`config.mk`:
```
export PLATFORM = sky130hd
export DESIGN_NAME = mem_writein_demux
export DESIGN_NICKNAME = d
export VERILOG_FILES = /design/src/rtl/mem_writein_demux.sv
export SDC_FILE = /design/constraint.sdc
export NUM_CORES = 1
export LEC_CHECK = 0
export ABC_AREA = 1
export ABC_CLOCK_PERIOD_IN_PS = 7600
export CAP_MARGIN = 10
export CORE_UTILIZATION = 40
export CTS_CLUSTER_SIZE = 16
export DETAILED_ROUTE_END_ITERATION = 8
export PLACE_DENSITY = 0.66
export SYNTH_ARGS = -nofsm -noshare
export SYNTH_HDL_FRONTEND = slang
export SYNTH_SLANG_ARGS = --single-unit
```
`constraint.sdc`:
```
create_clock -name clk -period 7.6 [get_ports clk]
set_clock_uncertainty 0.1 [all_clocks]
set_input_delay 0.76 -clock clk [delete_from_list [all_inputs] [get_ports clk]]
set_output_delay 0.76 -clock clk [all_outputs]
set_load 0.02 [all_outputs]
```
`src/rtl/mem_writein_demux.sv`:
```
// Purpose: demultiplex a merged stub stream into per-memory BX pages and publish per-event item counts.
// Latency: 1 clk from an accepted input word to its wr_en/wr_addr/wr_dat.
// Backpressure: none; one word per cycle is accepted, and words that cannot be written are dropped and flagged.
module mem_writein_demux #(
    parameter int N_MEM  = 12,
    parameter int DAT_W  = 45,
    parameter int ADDR_W = 6
) (
    input  logic                      clk,
    input  logic                      reset,
    input  logic                      new_event,
    input  logic [2:0]                BX,
    input  logic [53:0]               mem_dat_stream,
    input  logic                      valid,
    output logic [N_MEM-1:0]          wr_en,
    output logic [ADDR_W:0]           wr_addr,
    output logic [DAT_W-1:0]          wr_dat,
    output logic [N_MEM*ADDR_W-1:0]   number_out,
    output logic [N_MEM-1:0]          overflow,
    output logic                      bad_id,
    output logic                      bx_err,
    output logic                      active
);

    typedef enum logic {IDLE, RUN} state_t;

    state_t                state;
    state_t                state_nxt;
    logic                  page;
    logic [2:0]            cur_bx;
    logic [ADDR_W-1:0]     cnt [N_MEM];

    logic [3:0]            word_id;
    logic [2:0]            word_bx;
    logic [DAT_W-1:0]      word_dat;
    logic [ADDR_W-1:0]     sel_cnt;
    logic                  id_ok;
    logic                  bx_ok;
    logic                  page_full;
    logic                  take;

    assign word_id  = mem_dat_stream[53:50];
    assign word_bx  = mem_dat_stream[49:47];
    assign word_dat = mem_dat_stream[DAT_W-1:0];
    assign active   = (state == RUN);

    // Only the first new_event leaves IDLE; later ones are event rollovers within RUN.
    always_ff @(posedge clk or posedge reset) begin
        if (reset) state <= IDLE;
        else       state <= state_nxt;
    end

    // Next state.
    always_comb begin
        state_nxt = state;
        if (new_event) state_nxt = RUN;
    end

    // Decode the incoming word; out-of-range ids select no counter, so no X reaches the datapath.
    always_comb begin
        sel_cnt = '0;
        for (int i = 0; i < N_MEM; i++) begin
            if (int'(word_id) == i) sel_cnt = cnt[i];
        end
        id_ok     = int'(word_id) < N_MEM;
        bx_ok     = (word_bx == cur_bx);
        page_full = (sel_cnt == {ADDR_W{1'b1}});
        take      = (state == RUN) && valid && !new_event;
    end

    // Event rollover, the drop checks in priority order (bad id, then BX, then full page), and the page write.
    always_ff @(posedge clk or posedge reset) begin
        if (reset) begin
            wr_en      <= '0;
            wr_addr    <= '0;
            wr_dat     <= '0;
            number_out <= '0;
            overflow   <= '0;
            bad_id     <= 1'b0;
            bx_err     <= 1'b0;
            page       <= 1'b0;
            cur_bx     <= '0;
            for (int i = 0; i < N_MEM; i++) cnt[i] <= '0;
        end else begin
            wr_en <= '0;
            if (new_event) begin
                for (int i = 0; i < N_MEM; i++) begin
                    number_out[i*ADDR_W +: ADDR_W] <= cnt[i];
                    cnt[i]                         <= '0;
                end
                page     <= ~page;
                cur_bx   <= BX;
                overflow <= '0;
                bad_id   <= 1'b0;
                bx_err   <= 1'b0;
            end else if (take) begin
                if (!id_ok) begin
                    bad_id <= 1'b1;
                end else if (!bx_ok) begin
                    bx_err <= 1'b1;
                end else if (page_full) begin
                    for (int i = 0; i < N_MEM; i++) begin
                        if (int'(word_id) == i) overflow[i] <= 1'b1;
                    end
                end else begin
                    for (int i = 0; i < N_MEM; i++) begin
                        if (int'(word_id) == i) begin
                            wr_en[i] <= 1'b1;
                            cnt[i]   <= sel_cnt + 1'b1;
                        end
                    end
                    wr_addr <= {page, sel_cnt};
                    wr_dat  <= word_dat;
                end
            end
        end
    end

endmodule

```
* Word level (Yosys, flattened, before mapping)
Index checks and enable logic that the tools add are counted.
W data, S select, Z words.
** Operators by class
- $add $sub $neg :: 1
- Magnitude comparators :: 1
- Equality and inequality tests :: 16
- Muxes and demuxes :: 70
- Bitwise gates (word level) :: 3
- Reduce and logical (&&, ||, !) cells :: 47
** Operators with widths (count)
- $mux W72 :: 5
- $mux W6 :: 24
- $reduce_and A5 Y1 :: 25
- $mux W12 :: 10
- $eq A4 B4 Y1 const B :: 8
- $reduce_bool A2 Y1 :: 16
- $mux W1 :: 31
- $eq A4 B3 Y1 const B :: 2
- $add A6 B1 Y6 const B :: 1
- $eq A6 B6 Y1 const B :: 1
- $ne A2 B2 Y1 const B :: 3
- $eq A4 B2 Y1 const B :: 1
- $logic_not A4 Y1 :: 1
- $lt A4 B4 Y1 const B :: 1
- $eq A3 B3 Y1 :: 1
- $not A1 Y1 :: 3
- $reduce_and A3 Y1 :: 1
- $logic_and A1 B1 Y1 :: 2
- $reduce_and A2 Y1 :: 1
- $logic_not A1 Y1 :: 1
** Storage, ports and cells
- Register bits :: 227
- Input bits :: 61
- Output and inout port bits :: 151
- Logic and storage cells :: 171

* Depth between registers and ports, before layout
- Depth after elaboration :: 20
- Mapped depth :: 21
- Mapped depth without buffers :: 20

* Worst setup path before layout
No wires, ideal clock.
- Path kind :: input -> register
- Start point :: in mem_dat_stream[52]
- End point :: reg wr_addr[6]
- Setup time :: 0.116 ns
- Arrival :: 2.833 ns
- Data required time :: 7.384 ns
- Setup slack :: 4.551 ns
- Stages on the path :: 20
- Buffers on the path :: 3
- Path through :: nor2_1 -> buf_2 -> nand2_1 -> o21ai_0 -> nor2_1 -> nand4_1 -> nand2_1 -> nand4_1 -> nand2_1 -> nand2_1 -> ha_1 -> nand3_2 -> nor2_4 -> nand2_1 -> nand3_2 -> inv_2 -> buf_4 -> buf_4 -> nand2_1 -> nand2_1
** On the way
- Cells in the longest elaborated chain, start to end :: 16
- Elaborated cells on any way between the ends :: 28
- Classes of those cells :: order compare (1); eq/ne (12); mux (12); bitwise (1); reduce/logical (2)
** Ends and longest elaborated chain
- from (decl) :: line 13 : input logic [53:0] mem_dat_stream,
- $logic_not A4 Y1 :: line 63 : if (int'(word_id) == i) sel_cnt = cnt[i];
- $mux W6 (11 in a row) :: line 63
- $mux W6 (*) :: line 63
- named net sel_cnt[0] :: line 36 : logic [ADDR_W-1:0] sel_cnt;
- $eq A6 B6 Y1 (*) :: line 67 : page_full = (sel_cnt == {ADDR_W{1'b1}});
- $not A1 Y1 (no line) (*)
- $reduce_and A5 Y1 (no line) (*)
- to (signal assigned) :: line 112 : wr_addr <= {page, sel_cnt};
- to (decl) :: line 16 : output logic [ADDR_W:0] wr_addr,
The timed path passes the listed nets; every way through them passes the cells marked *.
A chain may end at the register's enable or synchronous reset.

* Worst setup path in the final report
- Start point :: in mem_dat_stream[52]
- End point :: reg wr_dat[39]
** On the way
- Cells in the longest elaborated chain, start to end :: 16
- Elaborated cells on any way between the ends :: 28
- Classes of those cells :: order compare (1); eq/ne (12); mux (12); bitwise (1); reduce/logical (2)
** Ends and longest elaborated chain
- $logic_not A4 Y1 :: line 63
- $mux W6 (11 in a row) :: line 63
- $mux W6 (*) :: line 63
- named net sel_cnt[0] :: line 36
- $eq A6 B6 Y1 (*) :: line 67
- $not A1 Y1 (no line) (*)
- $reduce_and A5 Y1 (no line) (*)
- to (signal assigned) :: line 113 : wr_dat <= word_dat;
- to (decl) :: line 17 : output logic [DAT_W-1:0] wr_dat,
Marks and branches as above.

==> summary.txt <==
Crit Path Class: in -> reg
Fin worst setup slack: 2.61 ns
ANT nets after route: 0
Port Buffers: 209
Synth top area share: 59.4%
Seq/Total Area, Yosys: 59.4%
Arrival time at the worst endpoint: 5.29 ns
Number of hold-repair buffers added at the cts stage: 0
Fin Setup TNS: 0 ns
Fin. Hold Viols: 0
Final Net Count: 1395
Worst setup SP type: input pin
FF-to-FF path depth: 17
First-pass iteration count of the detailed router: 5
Row cnt: 56
Number of global-route vias before repair: 7659
Post-CTS Setup Bufs: 0
Total grt overflow: 0
Tot Pwr: 3.82 mW
Pleak: 6.28 nW
H-tree levels: 1
Global-route wire length before repair: 41500 um
Mapped Area: 9560 sq um
Layout cell share with drive strength beyond 1: 7.69%
Die Y: 157 um
Synthesized instance count: 1132
Ys Warns: 0
Hold WS: 0.365 ns
Largest area contributor in the netlist: dfrtp_1
Minimum clock period: 4.99 ns
GP Congestion: 0.874
Slew margin rel.: 29.3%
Initial core utilization: 40.7%
Post-Syn Area per Cell: 8.44 sq um
Root Buffer Master: clkbuf_16
Max-slew violations: 0
N_diodes: 0
Mapped Nets: 1194
Num CTS Buffers: 26
Synth area leaders: dfrtp_1, nand2_1, nor2_1, o21ai_0, inv_1
Area delta synth->final: 34.8%
Crit path capture type: flop
Worst EP required: 7.90 ns
Crit-path max FO: 59
Clk slew on worst S/H paths: 0.06 ns
TritonCTS clock tree: done
Maximum Capacitance Violations: 0
Slew @ Worst Pin: 1.06 ns
DRC viols: 0
Vias per std cell: 4.80
Total GRT Usage: 21.8%
Crit share post-route: 65.7%
Final wirelength: 26700 um
Flops & latches, synth: 227
Average routed wire per standard cell: 15.9 um
CORE AREA: 23500 sq um
Status: complete, no violations
TritonCTS Sinks: 227
Post-cts sizing count: 0
Largest net degree at the start of global routing: 145
Bufs on Longest Clock Path: 3
Hold Path Stages: 1
Setup violators final: 0
Post-synth cell types: 30
Fmax: 200 MHz
Chip width: 157 um
Worst Hold Class: reg -> reg
Fillers: 2165
First-iteration detailed-routing DRC count: 654
DP HPWL: 18200 um
I/O pin count: 212
Vias: 8021
Clock Latency Late Sink: 0.52 ns
Initial antenna violation count: 0
Post-Place Cell Area: 11900 sq um
P per Cell Area: 297 nW/um^2
RSZ-0062 raised after global routing: no
Peak VDD IR: 0.000186 V
Final Cell Area: 12900 sq um
Post-Place Worst Slack: 2.17 ns
Die ar.: 24500 sq um
## stage by stage
step / util [%] / instances
after floorplan: - / 1132
after global placement: 50.8 / 1624
after detailed placement: 50.8 / 1624
after CTS: 54.9 / 1672
after global routing: 54.9 / 1672
final: 54.9 / 1672
## cell families (layout without fill, tap and decap cells)
family                     Yosys count  in the layout  synth area share [%]
and+or+nand+nor                    698            698                  30.3
DFF                                227            227                  59.4
buffers and inverters              115            336                  4.92
AOI/OAI and AO/OA                   86             86                  4.75
xor gates and xnor gates             5              5                 0.458
adders and majority gates            1              1                 0.131
## critical path, cell delays in order
cell             delay, ns
clkdlybuf4s50_1       0.53
nor2_1                0.66
nand2_1               0.19
o21ai_0               0.20
nor2_1                0.08
nand4_1               0.10
nand2_1               0.09
nand4_1               0.09
nand2_1               0.07
nand2_1               0.21
ha_1                  0.24
nand3_2               0.13
nor2_4                0.13
nand2_1               0.10
nand3_2               0.29
buf_4                 0.57
inv_2                 0.52
nand2_1               0.19
nand2_1               0.07
## cells in the mapped netlist
cell type  instances
buf_8              1
dfrtp_1          227
nor2_2             2
nor2_1            85
buf_4              4
o21ai_1           24
buf_2             10
nand2_4            1
buf_1              2
inv_2             21
o21ai_0           40
nand4_1           25
nand2_1          540
clkbuf_1          29
a22o_1             1
nand3_2            2
nor2_4            15
a21oi_2            1
xnor2_1            2
or2_1              1
nand2_2            3
a31oi_1           13
ha_1               1
or2_2              2
nor2_8             2
a21oi_1            7
or2_0              1
inv_1             48
xor2_1             3
nand3_1           19
## sequential cells by signal, indices dropped and copies added (netlist names)
name	count
overflow	12
page	1
number_out	72
bad_id	1
active	1
wr_dat	45
cur_bx	3
cnt	72
wr_en	12
bx_err	1
wr_addr	7
## placed cells by master, fill, tap and decap left out, types with 2 or more instances in the layout
cell | netlist | final
nor2_1 | 85 | 85
xor2_1 | 3 | 3
inv_2 | 21 | 21
xnor2_1 | 2 | 2
nand3_2 | 2 | 2
nor2_2 | 2 | 2
nand4_1 | 25 | 25
bufinv_16 | 0 | 6
clkbuf_16 | 0 | 27
nand2_2 | 3 | 3
nand3_1 | 19 | 19
clkdlybuf4s50_1 | 0 | 208
a21oi_1 | 7 | 7
clkbuf_8 | 0 | 4
clkbuf_1 | 29 | 6
inv_1 | 48 | 46
nor2_8 | 2 | 2
nand2_1 | 540 | 540
o21ai_0 | 40 | 40
or2_2 | 2 | 2
clkinv_2 | 0 | 4
buf_4 | 4 | 10
dfrtp_1 | 227 | 227
a31oi_1 | 13 | 13
nor2_4 | 15 | 15
o21ai_1 | 24 | 24
## report_power, final
| part | internal [mW] | switching, mW | total (mW) |
|---|---|---|---|
| clock network | 0.893 | 0.496 | 1.39 |
| logic | 0.391 | 0.511 | 0.902 |
| registers | 1.41 | 0.119 | 1.53 |
## routing by layer
layer	up-vias	global-route usage (%)	wire, um
li1	3922	-	-
met1	3828	30.5	11700
met2	236	36.0	13000
met3	35	2.55	1450
met4	0	5.98	491
met5	-	0	0
## final cells by class
class / count / area (sq um) / area share (%)
repair buffers: 219 / 2160 / 16.8
clock buffers: 37 / 753 / 5.85
flip-flops and latches: 227 / 5680 / 44.1
multi-input cells: 790 / 3400 / 26.4
inverters: 69 / 268 / 2.08
well taps: 319 / 399 / 3.10
clock inverters: 11 / 213 / 1.65
## final timing paths
path                                     start  slack, ns                         end
max in group asynchronous                reset       4.93  number_out[50]$_DFFE_PP0P_
min                           page$_DFFE_PP0P_       0.37            page$_DFFE_PP0P_
max                         mem_dat_stream[52]       2.61      wr_dat[39]$_DFFE_PP0P_
min in group asynchronous                reset       0.76   number_out[9]$_DFFE_PP0P_
max reg2reg                cnt[49]$_DFFE_PP0P_       3.60      wr_dat[39]$_DFFE_PP0P_
min reg2reg                   page$_DFFE_PP0P_       0.37            page$_DFFE_PP0P_
No activity file was read; power rests on OpenSTA's default activity.
